### src/rtl/serial_adder_ctrl_pkg.sv
// -----------------------------------------------------------------------------
// serial_adder_ctrl_pkg
//   Shared definitions for the bit-serial add/subtract controller:
//   FSM state encoding and the default operand width.
// -----------------------------------------------------------------------------
package serial_adder_ctrl_pkg;

  localparam int DEFAULT_N = 8;

  // 2-bit state encoding; code 2'd3 is unused and recovers to S_IDLE.
  typedef enum logic [1:0] {
    S_IDLE = 2'd0,
    S_RUN  = 2'd1,
    S_DONE = 2'd2
  } state_t;

endpackage : serial_adder_ctrl_pkg

### src/rtl/serial_adder_ctrl_if.sv
// -----------------------------------------------------------------------------
// serial_adder_ctrl_if
//   Request/response bundle between a requester and serial_adder_ctrl.
//
//   Handshake: the requester raises start with sub/ip1/ip2 valid; the
//   controller accepts it on a rising edge only while idle (busy=0). While
//   busy=1 start and operands are ignored, not queued. done pulses for one
//   cycle when sum/carry become valid; sum/carry then hold until the next
//   accepted start.
//
//   Signals:
//     start  requester -> ctrl   request, sampled only while idle
//     sub    requester -> ctrl   0 = ip1+ip2, 1 = ip1-ip2
//     ip1    requester -> ctrl   operand A [N-1:0]
//     ip2    requester -> ctrl   operand B [N-1:0]
//     busy   ctrl -> requester   high while an operation is in flight
//     done   ctrl -> requester   one-cycle completion pulse
//     sum    ctrl -> requester   result [N-1:0]
//     carry  ctrl -> requester   carry-out (sub: 1 = no borrow)
// -----------------------------------------------------------------------------
interface serial_adder_ctrl_if #(
  parameter int N = 8
);

  logic         start;
  logic         sub;
  logic [N-1:0] ip1;
  logic [N-1:0] ip2;
  logic         busy;
  logic         done;
  logic [N-1:0] sum;
  logic         carry;

  modport master (
    output start, sub, ip1, ip2,
    input  busy, done, sum, carry
  );

  modport slave (
    input  start, sub, ip1, ip2,
    output busy, done, sum, carry
  );

endinterface : serial_adder_ctrl_if

### src/rtl/serial_adder_ctrl_fa.sv
// -----------------------------------------------------------------------------
// half_adder / bit_full_adder
//   The single 1-bit adder slice time-shared by serial_adder_ctrl.
//   bit_full_adder is two half adders plus an OR for the carry.
//
//   half_adder ports:     i_a, i_b -> o_s (a^b), o_c (a&b)
//   bit_full_adder ports: i_a, i_b, i_cin -> o_s, o_cout
// -----------------------------------------------------------------------------
module half_adder (
  input  logic i_a,
  input  logic i_b,
  output logic o_s,
  output logic o_c
);

  assign o_s = i_a ^ i_b;
  assign o_c = i_a & i_b;

endmodule : half_adder

module bit_full_adder (
  input  logic i_a,
  input  logic i_b,
  input  logic i_cin,
  output logic o_s,
  output logic o_cout
);

  logic w_s1;
  logic w_c1;
  logic w_c2;

  half_adder u_ha0 (
    .i_a (i_a),
    .i_b (i_b),
    .o_s (w_s1),
    .o_c (w_c1)
  );

  half_adder u_ha1 (
    .i_a (w_s1),
    .i_b (i_cin),
    .o_s (o_s),
    .o_c (w_c2)
  );

  // At most one of the half-adder carries can be set.
  assign o_cout = w_c1 | w_c2;

endmodule : bit_full_adder

### src/rtl/serial_adder_ctrl.sv
// -----------------------------------------------------------------------------
// serial_adder_ctrl
//   Bit-serial add/subtract controller. Captures N-bit operands on an accepted
//   start, then feeds one bit per clock (LSB first) through a single shared
//   full-adder slice, keeping the inter-bit carry in a flop. Subtraction uses
//   inverted B with carry-in 1.
//
//   Ports:
//     clk          rising-edge clock
//     rst          synchronous active-high reset, overrides everything
//     bus          serial_adder_ctrl_if.slave (start/sub/ip1/ip2 in,
//                  busy/done/sum/carry out)
//     o_dbg_state  current FSM state, for observation only
//
//   Timing: start sampled at edge 0, bit k processed at edge k+1, done high in
//   the cycle after edge N, back to idle after edge N+1, so the earliest next
//   accepted start is edge N+2.
// -----------------------------------------------------------------------------
module serial_adder_ctrl
  import serial_adder_ctrl_pkg::*;
#(
  parameter int N = DEFAULT_N
) (
  input  logic                 clk,
  input  logic                 rst,
  serial_adder_ctrl_if.slave   bus,
  output state_t               o_dbg_state
);

  localparam int          CW     = $clog2(N);
  localparam logic [CW-1:0] LAST = CW'(N - 1);

  state_t         r_state;
  logic [N-1:0]   r_a;
  logic [N-1:0]   r_b;
  logic           r_cff;
  logic [CW-1:0]  r_cnt;
  logic [N-1:0]   r_sum;
  logic           r_carry;
  logic           r_busy;
  logic           r_done;

  logic           w_s;
  logic           w_cout;

  bit_full_adder u_slice (
    .i_a    (r_a[0]),
    .i_b    (r_b[0]),
    .i_cin  (r_cff),
    .o_s    (w_s),
    .o_cout (w_cout)
  );

  always_ff @(posedge clk) begin
    if (rst) begin
      r_state <= S_IDLE;
      r_a     <= '0;
      r_b     <= '0;
      r_cff   <= 1'b0;
      r_cnt   <= '0;
      r_sum   <= '0;
      r_carry <= 1'b0;
      r_busy  <= 1'b0;
      r_done  <= 1'b0;
    end else begin
      case (r_state)
        S_IDLE: begin
          r_done <= 1'b0;
          if (bus.start) begin
            r_a     <= bus.ip1;
            // Two's complement subtract: invert B here, carry-in 1 below.
            r_b     <= bus.sub ? ~bus.ip2 : bus.ip2;
            r_cff   <= bus.sub;
            r_cnt   <= '0;
            r_sum   <= '0;
            r_carry <= 1'b0;
            r_busy  <= 1'b1;
            r_state <= S_RUN;
          end
        end

        S_RUN: begin
          // Result bits enter at the MSB so after N shifts bit 0 is at sum[0].
          r_sum <= {w_s, r_sum[N-1:1]};
          r_a   <= {1'b0, r_a[N-1:1]};
          r_b   <= {1'b0, r_b[N-1:1]};
          r_cff <= w_cout;
          if (r_cnt == LAST) begin
            // Counter holds at N-1; it is reloaded on the next accepted start.
            r_carry <= w_cout;
            r_done  <= 1'b1;
            r_state <= S_DONE;
          end else begin
            r_cnt <= r_cnt + CW'(1);
          end
        end

        S_DONE: begin
          r_done  <= 1'b0;
          r_busy  <= 1'b0;
          r_state <= S_IDLE;
        end

        default: begin
          r_done  <= 1'b0;
          r_busy  <= 1'b0;
          r_state <= S_IDLE;
        end
      endcase
    end
  end

  assign bus.busy    = r_busy;
  assign bus.done    = r_done;
  assign bus.sum     = r_sum;
  assign bus.carry   = r_carry;
  assign o_dbg_state = r_state;

endmodule : serial_adder_ctrl

### src/flat_wrapper.sv
// flat-port wrapper written by rule: the top's interface ports become plain ports
module serial_adder_ctrl_flat import serial_adder_ctrl_pkg::*;
#(
  parameter int N = DEFAULT_N
)
  (clk, rst, o_dbg_state, bus_start, bus_sub, bus_ip1, bus_ip2, bus_busy, bus_done, bus_sum, bus_carry);
  serial_adder_ctrl_if #(.N(N)) bus_i ();
  input  logic clk;
  input  logic rst;
  output state_t o_dbg_state;
  input wire logic [$bits(bus_i.start)-1:0] bus_start;
  input wire logic [$bits(bus_i.sub)-1:0] bus_sub;
  input wire logic [$bits(bus_i.ip1)-1:0] bus_ip1;
  input wire logic [$bits(bus_i.ip2)-1:0] bus_ip2;
  output wire logic [$bits(bus_i.busy)-1:0] bus_busy;
  output wire logic [$bits(bus_i.done)-1:0] bus_done;
  output wire logic [$bits(bus_i.sum)-1:0] bus_sum;
  output wire logic [$bits(bus_i.carry)-1:0] bus_carry;
  assign bus_i.start = bus_start;
  assign bus_i.sub = bus_sub;
  assign bus_i.ip1 = bus_ip1;
  assign bus_i.ip2 = bus_ip2;
  assign bus_busy = bus_i.busy;
  assign bus_done = bus_i.done;
  assign bus_sum = bus_i.sum;
  assign bus_carry = bus_i.carry;
  serial_adder_ctrl #(.N(N)) u_core (.clk(clk), .rst(rst), .bus(bus_i), .o_dbg_state(o_dbg_state));
endmodule
### config.mk
export PLATFORM = sky130hd
export DESIGN_NAME = serial_adder_ctrl_flat
export DESIGN_NICKNAME = d
export VERILOG_FILES = /design/src/rtl/serial_adder_ctrl_pkg.sv /design/src/rtl/serial_adder_ctrl_if.sv /design/src/rtl/serial_adder_ctrl_fa.sv /design/src/rtl/serial_adder_ctrl.sv /design/src/flat_wrapper.sv
export SDC_FILE = /design/constraint.sdc
export NUM_CORES = 1
export LEC_CHECK = 0
export CAP_MARGIN = 40
export CORE_MARGIN = 4
export CORE_UTILIZATION = 53
export CTS_BUF_LIST = sky130_fd_sc_hd__clkbuf_8
export DETAILED_ROUTE_END_ITERATION = 10
export PLACE_DENSITY = 0.87
export SLEW_MARGIN = 15
export SYNTH_ARGS = -nofsm -noshare
export SYNTH_HDL_FRONTEND = slang
export SYNTH_SLANG_ARGS = --single-unit
### constraint.sdc
create_clock -name clk -period 2.01 [get_ports clk]
set_input_delay 0.402 -clock clk [delete_from_list [all_inputs] [get_ports clk]]
set_output_delay 0.402 -clock clk [all_outputs]
set_load 0.01 [all_outputs]
==> flow_summary.toml <==
[finish]
fin_area_um2 = 2040
area_delta_synth_final_pct = 25.7
n_antenna_cell = 0
final_common_cell = "nor2_1"
layout_common_cells = "40 x nor2_1, 33 x dfxtp_1, 32 x clkdlybuf4s50_1"
drive_gt1_frac = 0.157
fin_nets = 233

[detailed_routing]
dr_total_vias = 1369
wire_per_inst_um = 14.9
drtIter0Drc = 75
drt-vias-per-instance = 5.68
drc_errors = 0
ant_nets = 0
routed_wl_um = 3590
first_pass_iters = 4

[setup_path]
crit_path_top_delay_cell = "clkdlybuf4s50_1"
crit_chain = "clkdlybuf4s50_1"
r2r_setup_slack_ns = 0.36
critPathMaxStageDelay_ns = 0.61
crit_type = "reg2out"
cp_num_buf_inv = 1
worst-path-stages = 1
setup.worst_path.start = "u_core.o_dbg_state[0]$_SDFFE_PP0P_"
crit_fanout = 8
crit_path_end = "o_dbg_state[0]"
crit_family = "buffers and inverters"
r2r_start = "u_core.o_dbg_state[1]$_SDFFE_PP0P_"
endpoint_kind = "output port"
crit_required_ns = 1.61
r2r-end = "u_core.r_b[1]$_SDFFE_PP0P_"
crit_arrival_ns = 1.42
rr_worst_depth = 3
cp-start-kind = "register"

[clock_tree]
clock_sinks = 33
numCtsBuffers = 5
hold_buffers = 0
h-tree-depth = 2
cts_max_path_buffers = 2
cts-root-buf = "clkbuf_8"
cts_resized = 0
cts_setup_buffers = 0
clk_pin_slew_ns = 0.06
clk-insertion-delay-late_ns = 0.29
cts_tree = "built"

[floorplan]
io_pins = 33
start_util = 0.570
core-area_um2 = 2850
die_width_um = 63.4
num_rows = 19
die-area_um2 = 4020
die_h_um = 63.4

[place]
post-place-ws_ns = 0.156
placed_area_um2 = 1940
io_buffers = 32
place_hpwl_um = 2540
gp_congestion = 0.740

[global_route]
grt_busiest_layer = "met2"
grt_pass1_wl_um = 6230
grt_max_degree = 34
met1_usage = 0.234
grt_use_met2 = 0.332
track_usage = 0.197
antenna_found_initial = 0
grt_pass1_vias = 1349
grt.overflow.total = 0
gr-usage-met3 = 0.0551

[timing]
finalWorstPathRequiredPeriod_ns = 1.82
setup_ws_ns = 0.191
hold_viol = 0
max_freq_mhz = 550
post-route-period-util = 0.905
final-max-slew-violation-count = 0
fin_setup_tns_ns = 0
rsz0062_at_grt = "false"
worstMarginPinSlew_ns = 0.669
max-slew-margin-rel = 0.554
setup_violations = 0
fin_skew_ns = 0.00673

[synth]
seq_area_frac_synth = 0.406
ys_seq_elements = 33
synthDistinctLibCells = 31
synth_edf_count = 0
syn_area_per_cell_um2 = 9.08
yosys_warnings = 0
synthCells = 179
synth_nets = 203
async_reset_ff_frac = 0
syn-cell-area_um2 = 1630
ys.flop_type = "dfxtp_1"

[flow_run]
max_cap_violations = 0

[run_status]
status = "finished, final reports clean"

[power_and_ir_drop]
p_per_area_nw_per_um2 = 756
peakVddDrop_v = 0.000541
p_leak_nw = 0.790
total_power_mw = 1.54

[worst_hold_path]
min_path_type = "reg2reg"
hold_start = "u_core.r_cnt[1]$_SDFFE_PP0P_"
## per-stage QoR
step                utilization  cells  hold slack, ns
detailed placement        0.681    233           0.472
finish                    0.716    241           0.481
global placement          0.681    233           0.461
floorplan                     -    179           0.452
global route              0.716    241           0.509
CTS                       0.716    241           0.486
## logic make-up (layout without fill, tap and decap cells)
group,count (synthesis),after routing,share of synthesized area
fa+ha+maj,4,4,0.0354
compound gates,50,50,0.259
simple gates,60,60,0.174
buf+inv,24,55,0.0824
xor+xnor,8,8,0.0431
flops,33,33,0.406
## layout make-up
| type | instances | area (um2) |
|---|---|---|
| Multi-Input combinational cell | 122 | 831 |
| Timing Repair Buffer | 38 | 378 |
| Tap cell | 31 | 38.8 |
| Clock inverter | 1 | 5.00 |
| Inverter | 9 | 33.8 |
| Fill cell | 215 | 810 |
| Sequential cell | 33 | 661 |
| Clock buffer | 7 | 96.3 |
## worst min path at each step
stage                                               to  depth (start not counted)
final                     u_core.r_cnt[1]$_SDFFE_PP0P_                          2
after global routing      u_core.bus.busy$_SDFFE_PP0P_                          2
after CTS                 u_core.r_cnt[1]$_SDFFE_PP0P_                          2
after detailed placement  u_core.bus.busy$_SDFFE_PP0P_                          2
after global placement    u_core.r_cnt[1]$_SDFFE_PP0P_                          2
after floorplan           u_core.r_cnt[1]$_SDFFE_PP0P_                          2
## Yosys cell counts, types with 3 or more instances
cell       count  area share
nand2b_1       5       0.019
xnor2_1        6       0.032
ha_1           3       0.023
nand3_1        4       0.012
buf_6          4       0.028
buf_2          5       0.015
a2111oi_2      6       0.055
nor2_1        40       0.092
a21oi_1       22       0.068
a22oi_1        9       0.042
dfxtp_1       33        0.41
inv_1          9       0.021
o221a_2        7       0.049
clkbuf_1       4      0.0092
## where the power goes
| group | total [mW] | switching [mW] | leakage [nW] | internal, mW |
|---|---|---|---|---|
| sequential | 0.730 | 0.0320 | 0.271 | 0.698 |
| clock | 0.541 | 0.232 | 0.0542 | 0.309 |
| combinational | 0.274 | 0.136 | 0.465 | 0.138 |
## sequential cells by signal (all words and copies together), names as in the netlist, 2 cells and up
register and cells:
u_core.bus.sum 8, u_core.o_dbg_state 2, u_core.r_a 8, u_core.r_b 8, u_core.r_cnt 3
## metal layers
metal / wire length, um / vias to the layer above
met1: 1530 / 647
met4: 61 / 0
li1: - / 680
met3: 136 / 9
met2: 1860 / 33
met5: 0 / -
Note: power is estimated with default switching activity, not from simulation.
==> edit 1, RTL diff (same settings) <==
`DEFAULT_N`: 8 -> 4.
--- a/src/rtl/serial_adder_ctrl_pkg.sv
+++ b/src/rtl/serial_adder_ctrl_pkg.sv
@@ -5,7 +5,7 @@
 // -----------------------------------------------------------------------------
 package serial_adder_ctrl_pkg;
 
-  localparam int DEFAULT_N = 8;
+  localparam int DEFAULT_N = 4;
 
   // 2-bit state encoding; code 2'd3 is unused and recovers to S_IDLE.
   typedef enum logic [1:0] {
Ports: changed (resized bus_ip1, bus_ip2 and bus_sum); port bits go from 33 to 21. No check against the original RTL was run, so the function may have changed too.
==> edit 1 against the unedited design <==
Setup slack better by 0.091 ns; synthesized area is 41% lower; routed wire length is 47% lower; cell area is 41% lower; power is 43% lower; first-iteration DRC count is 83% lower; die area is 37% lower; sequential cell count is 13 lower; clock power is 44% lower; highest routed layer unchanged.
==> edit 1: results (changes against the unedited design) <==
Critical register-to-register path endpoint: u_core.r_b[2]
Initial drt markers: 13 (-83%)
Pin count of the biggest net entering global routing: 17 (-50%)
Worst supply voltage drop on vdd: 0.000619 V (+14%)
Total Nets Final: 137 (-41%)
Adder and majority gate portion of the synthesized area: 4.71% (+1.2 points)
Number of buffer cells added on primary ports: 20 (-38%)
Area contributors post-synth: sky130_fd_sc_hd__dfxtp_1, sky130_fd_sc_hd__a22oi_1, sky130_fd_sc_hd__nor2_1
Via count of the first global-routing pass: 792 (-41%)
Fraction of layout cells with a size suffix above 1: 14.0% (-1.7 points)
Routed via count divided by cell count: 5.51 (-2.9%)
CP Max Fanout: 9 (+1)
Slowest stage delay, CP: 0.59 ns (-0.02 ns)
HPWL Detailed: 1.43 mm (-44%)
Met3 Routed Length: 87 um (-36%)
Hold Crit Start: u_core.r_a[3]
Worst hold endpoint: u_core.r_a[3]
Clock insertion delay at the later pin of the skew report: 0.26 ns (-0.03 ns)
Final weighted congestion of routability-driven global placement: 0.795 (+7.4%)
Reg2reg start: u_core.o_dbg_state[0]
Top achievable clock speed: 579 MHz (+5.2%)
Xor and xnor fraction of the mapped netlist area: 3.66% (-0.65 points)
Distinct cell type count after synthesis: 35 (+13%)
Maximum clock skew at final layout: 0.00165 ns (-0.00508 ns)
Global-route wire length before repair: 3.25 mm (-48%)
Maximum level of the CTS H-tree: 1 (-1)
Met1 track demand over resource in global routing: 18.6% (-4.8 points)
Number of fill cells in the layout: 143 (-33%)
GR Layer Usage met2: 28.5% (-4.8 points)
GR Util met3: 6.53% (+1.0 points)
Placed Cells: 142 (-39%)
Compound-Gate Fraction of Synth Area: 24.7% (-1.1 points)
Worst setup path class: reg -> out
Yosys warning count: 0 (unchanged)
Result of the run: completed
Total via count in the routed design: 805 (-41%)
Most instantiated cells after synthesis: sky130_fd_sc_hd__dfxtp_1, sky130_fd_sc_hd__nor2_1, sky130_fd_sc_hd__a22oi_1
DRT Wirelength: 1.91 mm (-47%)
GRT Total Usage: 16.8% (-2.8 points)
Synthesized netlist net count: 117 (-42%)
Setup repair bufs after CTS: 0 (unchanged)
Sequential-to-total area share from yosys stat: 41.9% (+1.2 points)
CP arrival: 1.33 ns (-0.09 ns)
Total met2 wirelength after detailed routing: 940 um (-49%)
Pins over their slew limit: 0 (unchanged)
Lkg Pwr: 0.454 nW (-43%)
Wire length the detailed router placed on met1: 849 um (-45%)
Transition time of the tightest slew-check pin: 0.551 ns (-0.118 ns)
Post-Place Worst Slack: 0.216 ns (+0.0606 ns)
Post-Syn Area per Cell: 9.37 um^2 (+3.2%)
Count of instances resized after the clock tree is built: 0 (unchanged)
Worst setup slack for register-to-register paths: 0.61 ns (+0.25 ns)
TritonCTS buffer count: 3 (-2)
Destination of the critical timing path: o_dbg_state[0]
## edit 1: area by class of cell
| class | instances | share of cell area (%) |
|---|---|---|
| clock buffer | 4 | 4.53 |
| inverter | 6 | 1.85 |
| multi-input combinational | 67 | 39.1 |
| sequential | 20 | 33.0 |
| tap | 25 | 2.57 |
| timing repair buffer | 24 | 18.9 |
## edit 1: power by group
part / internal [mW] / switching, mW / total (mW)
clock: 0.174 / 0.131 / 0.305
sequential: 0.418 / 0.0165 / 0.435
combinational: 0.0768 / 0.0605 / 0.137
total: 0.669 / 0.208 / 0.877
## edit 1: through the flow
| step | instance area, um^2 | hold WS [ns] |
|---|---|---|
| after global placement | 1160 | 0.458 |
| after global routing | 1210 | 0.506 |
| after floorplan | 956 | 0.441 |
| after CTS | 1210 | 0.479 |
| final | 1210 | 0.477 |
| after detailed placement | 1160 | 0.469 |
==> edit 2, RTL diff (same settings) <==
Without the edit above. Reset style: asynchronous (`rst`), changed in one clocked block. Comments in the files are not updated.
--- a/src/rtl/serial_adder_ctrl.sv
+++ b/src/rtl/serial_adder_ctrl.sv
@@ -51,7 +51,7 @@
     .o_cout (w_cout)
   );
 
-  always_ff @(posedge clk) begin
+  always_ff @(posedge clk or posedge rst) begin
     if (rst) begin
       r_state <= S_IDLE;
       r_a     <= '0;
Formal check against the unedited RTL: differs if rst is asserted again (counterexample within 4 cycles, from zero or initial values and one cycle with rst high); with rst held inactive, the same outputs for 10 cycles.
==> edit 2 against the unedited design <==
Setup slack gained 0.013 ns; sequential cell count unchanged; routed wire length fell by 13%; highest routed layer is now met3; clock skew down 0.0010 ns; synthesized area decreased by 5.7%; critical endpoint unchanged; cell area fell by 2.8%; count of clock-buffer cells in the layout did not move; largest cell class is now flip-flops and latches.
Power is not compared: it rests on default switching activity, and its combinational part moved more than twofold at a synthesized area within 25%.
==> edit 2: results (changes against the unedited design) <==
Result of the run: completed
Final-layout non-clock buffer area share: 18.7% (+0.16 points)
Fraction of layout cells with a size suffix above 1: 9.47% (-6.2 points)
Global-route wire length before repair: 4.97 mm (-20%)
Clk cell area share: 5.10% (+0.14 points)
Initial drt markers: 34 (-55%)
Critical Path Start: u_core.o_dbg_state[0]
Worst slew slack as a fraction of its limit: 69.1% (+14 points)
Routed wire per std cell: 15.7 um (+5.2%)
Routed via count divided by cell count: 5.54 (-2.5%)
Met1 track demand over resource in global routing: 22.8% (-0.59 points)
Share of async-settable or async-resettable flops after synthesis: 100% (+100 points)
Via count of the first global-routing pass: 1120 (-17%)
Placed Cells: 192 (-18%)
Distinct cell type count after synthesis: 25 (-19%)
Post-Syn Area per Cell: 11.6 um^2 (+28%)
CP arrival: 1.40 ns (-0.02 ns)
Fraction of standard cell area that is sequential: 41.6% (+9.3 points)
Met3 Routed Length: 235 um (+73%)
Reg2reg path depth: 5 (+2)
Placed Instance Area: 0.00188 mm^2 (-3.0%)
Final Hold Slack: 0.492 ns (+0.0107 ns)
Number of fill cells in the layout: 211 (-1.9%)
Synthesized netlist net count: 155 (-24%)
Sequential-to-total area share from yosys stat: 53.9% (+13 points)
## edit 2: cell types whose count changed in the layout (fill, tap and decap cells not counted), sizes merged, moves of 7 or more
cell | before | now
a22o | 0 | 8
dfxtp | 33 | 0
a2111oi | 7 | 0
nand2 | 2 | 12
a22oi | 9 | 2
nor2 | 41 | 7
mux2i | 0 | 10
o221a | 7 | 0
dfrtp | 0 | 33
a21oi | 22 | 1
o21ai | 0 | 10
## edit 2: cells by family (layout without fill, tap and decap cells)
family / Yosys count / count (layout) / synth area share (%)
buf+inv: 16 / 53 / 5.71
compound gates: 30 / 30 / 16.1
mux: 11 / 11 / 7.27
fa+ha+maj: 3 / 3 / 2.94
simple gates: 31 / 31 / 9.55
xor+xnor: 8 / 8 / 4.57
flops: 33 / 33 / 53.9
## edit 2: where the power goes
part | internal, mW | total, mW | switching [mW]
logic | 0.605 | 1.14 | 0.531
registers | 0.939 | 1.12 | 0.179
clock network | 0.309 | 0.547 | 0.238
total | 1.85 | 2.80 | 0.948
